## src/rtl/phase_to_amplitude_if.sv

```systemverilog
// Sample bus between the DDS phase accumulator and the PWM modulator.
// The master drives phase samples and the slave returns amplitude samples.
interface phase_to_amplitude_if #(
    parameter int PHASE_W = 24,
    parameter int AMP_W   = 10
);
    logic                      en;
    logic [PHASE_W-1:0]        phase_in;
    logic [PHASE_W-1:0]        phase_offset;
    logic signed [AMP_W-1:0]   amp_out;
    logic [AMP_W-1:0]          duty_out;
    logic                      valid_out;

    modport master (
        output en, phase_in, phase_offset,
        input  amp_out, duty_out, valid_out
    );

    modport slave (
        input  en, phase_in, phase_offset,
        output amp_out, duty_out, valid_out
    );
endinterface

```

## src/rtl/phase_to_amplitude.sv

```systemverilog
// Three-stage phase-to-amplitude converter: offset add and truncate, quarter-wave
// ROM lookup with quadrant folding, then sign restore with an offset-binary duty word.
module phase_to_amplitude #(
    parameter int PHASE_W = 24,
    parameter int LUT_AW  = 8,
    parameter int AMP_W   = 10
) (
    input  logic                 clk,
    input  logic                 reset,
    phase_to_amplitude_if.slave  bus
);
    localparam int ROM_N = 1 << LUT_AW;
    localparam int ROM_W = AMP_W - 1;
    localparam int SHIFT = PHASE_W - LUT_AW - 2;

    // Half-LSB phase offset keeps quadrant edges free of duplicate samples.
    function automatic int rom_entry(input int k);
        real ang;
        real v;
        ang = 3.14159265358979323846 / 2.0 * (real'(k) + 0.5) / real'(ROM_N);
        v   = real'((1 << (AMP_W - 1)) - 1) * $sin(ang);
        return $rtoi(v + 0.5);
    endfunction

    logic [ROM_W-1:0] w_rom [ROM_N];

    for (genvar k = 0; k < ROM_N; k++) begin : g_rom
        localparam int RomVal = rom_entry(k);
        assign w_rom[k] = ROM_W'(RomVal);
    end

    logic [LUT_AW+1:0]       w_phase_hi;
    logic [LUT_AW-1:0]       w_rom_addr;
    logic [AMP_W-1:0]        w_mag;
    logic [AMP_W-1:0]        w_amp_nxt;

    logic [2:0]              r_vld;
    logic [1:0]              r_quad;
    logic [LUT_AW-1:0]       r_addr;
    logic [ROM_W-1:0]        r_rom;
    logic                    r_neg;
    logic [AMP_W-1:0]        r_amp;

    // Sum is taken at full phase width so the carry out is dropped before truncation.
    assign w_phase_hi = (LUT_AW + 2)'((bus.phase_in + bus.phase_offset) >> SHIFT);
    assign w_rom_addr = r_quad[0] ? ~r_addr : r_addr;
    assign w_mag      = {1'b0, r_rom};
    assign w_amp_nxt  = r_neg ? -w_mag : w_mag;

    always_ff @(posedge clk or posedge reset) begin
        if (reset) begin
            r_vld  <= '0;
            r_quad <= '0;
            r_addr <= '0;
            r_rom  <= '0;
            r_neg  <= 1'b0;
            r_amp  <= '0;
        end else begin
            r_vld <= {r_vld[1:0], bus.en};
            if (bus.en) begin
                r_quad <= w_phase_hi[LUT_AW+1:LUT_AW];
                r_addr <= w_phase_hi[LUT_AW-1:0];
            end
            if (r_vld[0]) begin
                r_rom <= w_rom[w_rom_addr];
                r_neg <= r_quad[1];
            end
            if (r_vld[1]) begin
                r_amp <= w_amp_nxt;
            end
        end
    end

    assign bus.amp_out   = r_amp;
    assign bus.duty_out  = {~r_amp[AMP_W-1], r_amp[AMP_W-2:0]};
    assign bus.valid_out = r_vld[2];
endmodule

```

## src/flat_wrapper.sv

```systemverilog
// flat-port wrapper written by rule: the top's interface ports become plain ports
module phase_to_amplitude_flat 
#(
    parameter int PHASE_W = 24,
    parameter int LUT_AW  = 8,
    parameter int AMP_W   = 10
)
  (clk, reset, bus_en, bus_phase_in, bus_phase_offset, bus_amp_out, bus_duty_out, bus_valid_out);
  phase_to_amplitude_if #(.PHASE_W(PHASE_W), .AMP_W(AMP_W)) bus_i ();
  input  logic clk;
  input  logic reset;
  input wire logic [$bits(bus_i.en)-1:0] bus_en;
  input wire logic [$bits(bus_i.phase_in)-1:0] bus_phase_in;
  input wire logic [$bits(bus_i.phase_offset)-1:0] bus_phase_offset;
  output wire logic [$bits(bus_i.amp_out)-1:0] bus_amp_out;
  output wire logic [$bits(bus_i.duty_out)-1:0] bus_duty_out;
  output wire logic [$bits(bus_i.valid_out)-1:0] bus_valid_out;
  assign bus_i.en = bus_en;
  assign bus_i.phase_in = bus_phase_in;
  assign bus_i.phase_offset = bus_phase_offset;
  assign bus_amp_out = bus_i.amp_out;
  assign bus_duty_out = bus_i.duty_out;
  assign bus_valid_out = bus_i.valid_out;
  phase_to_amplitude #(.PHASE_W(PHASE_W), .LUT_AW(LUT_AW), .AMP_W(AMP_W)) u_core (.clk(clk), .reset(reset), .bus(bus_i));
endmodule
```

## config.mk

```make
export PLATFORM = sky130hd
export DESIGN_NAME = phase_to_amplitude_flat
export DESIGN_NICKNAME = d
export VERILOG_FILES = /design/src/rtl/phase_to_amplitude_if.sv /design/src/rtl/phase_to_amplitude.sv /design/src/flat_wrapper.sv
export SDC_FILE = /design/constraint.sdc
export NUM_CORES = 1
export LEC_CHECK = 0
export CAP_MARGIN = 10
export CORE_UTILIZATION = 53
export CTS_CLUSTER_SIZE = 30
export DETAILED_ROUTE_END_ITERATION = 10
export GPL_ROUTABILITY_DRIVEN = 1
export PLACE_DENSITY = 0.79
export SYNTH_ARGS = -nofsm -noshare
export SYNTH_HDL_FRONTEND = slang
export SYNTH_SLANG_ARGS = --single-unit
```

## constraint.sdc

```tcl
create_clock -name clk -period 3.7 [get_ports clk]
set_clock_uncertainty 0.2 [all_clocks]
set_input_delay 0.74 -clock clk [delete_from_list [all_inputs] [get_ports clk]]
set_output_delay 0.74 -clock clk [all_outputs]
set_load 0.005 [all_outputs]
```

# After elaboration in Yosys (flattened, before gate mapping)
# Memories as Yosys holds them, arrays and structs flattened. A register that Yosys moved wholly into a read port is not among the register bits.
# Cells that the tools add are included.
# Widths: inputs -> output; s select.
# word_totals
inputBits	51
elab_cells	13
regBits	24
ram_bits	0
mem_count	1
output_inout_bits	21
mem_bits_ro	2304
latch_bits	0
# memory_table
memory	depth	width	read_ports	rd_ports_with_merged_regs	write_ports	line	text
(name not given)	256	9	1	1	0	phase_to_amplitude.sv:65	r_rom <= w_rom[w_rom_addr];
# op_classes
multipliers	0
addsub	2
n_mux	2
magnitude_cmp	0
div	0
reduce_logical	0
n_shift	0
bitwise_logic	3
eq_ne	0
# ops
operator	count
$add 24x24->24	1
$mux 10	1
$neg 9->10	1
$not 8->9	1
$mux 8	1
$not 8->8	1
$not 1->1	1

# Logic depth before layout (Yosys ltp)
# logic_depth
word_depth	3
depth_mapped	17
depth_no_buf	10

# Least setup slack after synthesis
# OpenSTA, ideal clock, no wires.
# synth_path
kind	reg2reg
from	register u_core.r_quad[0]
to	register u_core.r_rom[6]
slack_ns	0.207
arrival_time_ns	3.168
n_path_buf	5
stages_incl_launch_ff	16
synth_period_minus_slack_ns	3.493
required_time_ns	3.375
setup_time_ns	0.125
cell_sequence	dfrtp_1 buf_6 buf_8 buf_4 buf_4 buf_2 xor2_1 inv_1 ha_1 or2_2 a21oi_1 a2bb2oi_1 nand2_1 a31oi_1 a31oi_1 mux2_2
# synth_between
elab_chain_len	2
# synth_lines
item	line	text
start: declaration	phase_to_amplitude.sv:38	logic [1:0] r_quad;
start signal: assignment	phase_to_amplitude.sv:61	r_quad <= w_phase_hi[LUT_AW+1:LUT_AW];
$mux 8	phase_to_amplitude.sv:46	assign w_rom_addr = r_quad[0] ? ~r_addr : r_addr;
$not 8->9 (not written as such)	phase_to_amplitude.sv:65	
end: declaration	phase_to_amplitude.sv:40	logic [ROM_W-1:0] r_rom;
# Every way passes these cells.
# A chain may end at the register's enable or synchronous reset.

# Final worst setup path
# layout_path
from	register u_core.r_quad[0]
to	register u_core.r_rom[0]
# Same word-level chain as after synthesis.

==> flow_summary.yaml <==
cts:
  cts_tree: "done"
  clock_path_buffers: 2
  cts_resized: 0
  post_cts_buffers: 0
  cts_buffers: 5
  cts.sinks: 33
  postCtsHoldBufs: 0
  cts_max_level: 2
  clk_latency_ns: 0.28
  clk_pin_slew_ns: 0.06
  cts_root_buffer: "clkbuf_16"
logic_synthesis:
  synth_area_leaders: "dfrtp_1 (13%), a21oi_1 (8.1%), ha_1 (7.0%), o21ai_0 (6.0%), nand2_1 (5.2%)"
  async_flop_share_pct: 100
  synth_cell_type_count: 81
  synth_edf_count: 0
  syn_avg_cell_area_sq_um: 6.96
  synth_top_cell_by_area: "dfrtp_1"
  synth_seq_cells: 33
  syn_nets: 982
  netlist_area_sq_um: 6230
  netlist.area_leader.share_pct: 13.3
  yosysMostFrequentCell: "a21oi_1"
  synth_common_cells: "a21oi_1 (101), nand2_1 (86), nor2_1 (78)"
  yosysSeqAreaShare_pct: 13.3
  ys_warn_count: 0
  postSynthCellCount: 896
  synth_ff_type: "dfrtp_1"
setup_path:
  crit_path_cell_trace: "xor2_1 -> inv_1 -> ha_1 -> or2b_1 -> nand2_1 -> mux4_2 -> o211ai_1 -> a32oi_1 -> o22ai_1 -> nor2_1"
  path_class: "reg2reg"
  worstPathRequired_ns: 3.66
  cp-end-kind: "flop"
  start_kind: "flop"
  cp_num_buf_inv: 1
  cp_top_family: "simple AND/OR/NAND/NOR gates"
  cp_slowest_cell: "mux4_2"
  critPathMaxStageDelay_ns: 0.48
  crit_path_max_fanout: 7
  arrival_ns: 3.21
power_and_ir_drop:
  vdd_drop_max_mv: 0.535
  power.leakage_nw: 2.81
  power.density_nw_per_um2: 776
  fin_total_pwr_w: 0.00554
timing:
  relSlewSlack_pct: 40.1
  setup_viol: 0
  tightest_slew_ns: 0.897
  tns_ns: 0
  rsz0062_at_grt: "no"
  period_share_pct: 87.7
  hold_violations: 0
  finalCriticalPeriod_ns: 3.24
  fmax_mhz: 308
  slew_viol_final: 0
outcome:
  status: "finished clean"
run:
  maxCapViolations: 0
route:
  wl_per_cell_um: 22.8
  drc_errors: 0
  wl_mm: 24.5
  final_antenna_net_count: 0
  firstDrtPassIters: 6
  routed_via_density: 7.13
  drtIter0Drc: 1186
  dr_total_vias: 7655
min_path:
  hp-class: "reg2reg"
placement:
  port_buffers: 71
  place_area_sq_um: 6990
  post-dp-hpwl_mm: 17.9
  gp_congestion: 1.02
floorplanning:
  ios: 72
  start_util_pct: 54.6
  fp.coreArea_sq_um: 11400
  std_cell_rows: 39
  die_height_um: 110
  die_x_um: 110
  fp.dieArea_sq_um: 12200
finish:
  fin_nets: 1016
  num_antenna_cells: 0
  drive_gt1_share_pct: 10.7
  area_growth_pct: 14.5
  fin_util_pct: 62.5
  final_area_sq_um: 7130
global_routing:
  antenna_found_initial: 0
  grt_pass1_wl_mm: 38.3
  grt_usage_pct: 39.4
  grt_max_degree: 84
  grt_pass1_vias: 6991
  grt_overflow: 0
report_power, final:
group | switching, W | leakage [nW] | total, W | internal, W
sequential | 0.000257 | 0.370 | 0.000753 | 0.000496
combinational | 0.00268 | 2.37 | 0.00437 | 0.00169
clock | 0.000165 | 0.0696 | 0.000412 | 0.000247
cell type report:
type                    count  area, sq um
repair buffers            119         1110
multi-input cells         751         4800
inverters                  20         75.1
clock inverters             3         17.5
well taps                 143          179
clock buffers               5          125
flip-flops and latches     33          831
fillers                  1045         4280
cell families after synthesis:
kind of cell	share of synthesized area [%]
DFF	13.3
and+or+nand+nor	23.1
AOI/OAI and AO/OA	37.5
adders and majority gates	7.21
buffers and inverters	9.76
muxes	5.18
xor gates and xnor gates	4.04
per-stage QoR:
stage | instances | hold WS, ns | worst slack [ns]
CTS | 1074 | 0.311 | 0.511
finish | 1074 | 0.312 | 0.457
detailed placement | 1066 | 0.298 | 0.426
floorplan | 896 | 0.152 | 0.207
global route | 1074 | 0.335 | 0.200
global placement | 1066 | 0.296 | 0.427
flip-flops by register name (all words and copies together) (netlist names):
register / cells
u_core.r_rom: 9
u_core.r_addr: 8
u_core.r_quad: 2
u_core.r_neg: 1
u_core.r_vld: 3
u_core.bus.amp_out: 10
metal layers:
layer | track usage [%] | vias to the layer above | wire length (um)
li1 | - | 3382 | -
met1 | 53.3 | 3437 | 9540
met2 | 56.4 | 688 | 10200
met3 | 9.82 | 148 | 3260
met4 | 22.6 | 0 | 1520
met5 | 0 | - | 0
cells in the final DEF (no fill, tap or decap), drive strengths merged, types with 15 or more instances in the layout:
cell type	instances
a21oi	103
nand2	88
o21ai	82
nor2	80
clkdlybuf4s50	71
buf	48
ha	35
dfrtp	33
nand2b	28
nor2b	24
o22ai	22
nor3	20
xor2	20
inv	20
a31oi	19
a211oi	18
nand3	16
a22oi	15
worst paths after layout:
kind / cells past startpoint / endpoint / from / slack [ns]
worst max register to register: 10 / u_core.r_rom[0] / u_core.r_quad[0] / 0.46
worst min register to register: 1 / u_core.r_neg / u_core.r_quad[1] / 0.31
min in group asynchronous: 2 / u_core.r_addr[4] / reset / 0.64
worst max-delay path: 10 / u_core.r_rom[0] / u_core.r_quad[0] / 0.46
max in group asynchronous: 3 / u_core.r_vld[2] / reset / 1.98
worst min-delay path: 1 / u_core.r_neg / u_core.r_quad[1] / 0.31
(Power assumes the default switching activity.)
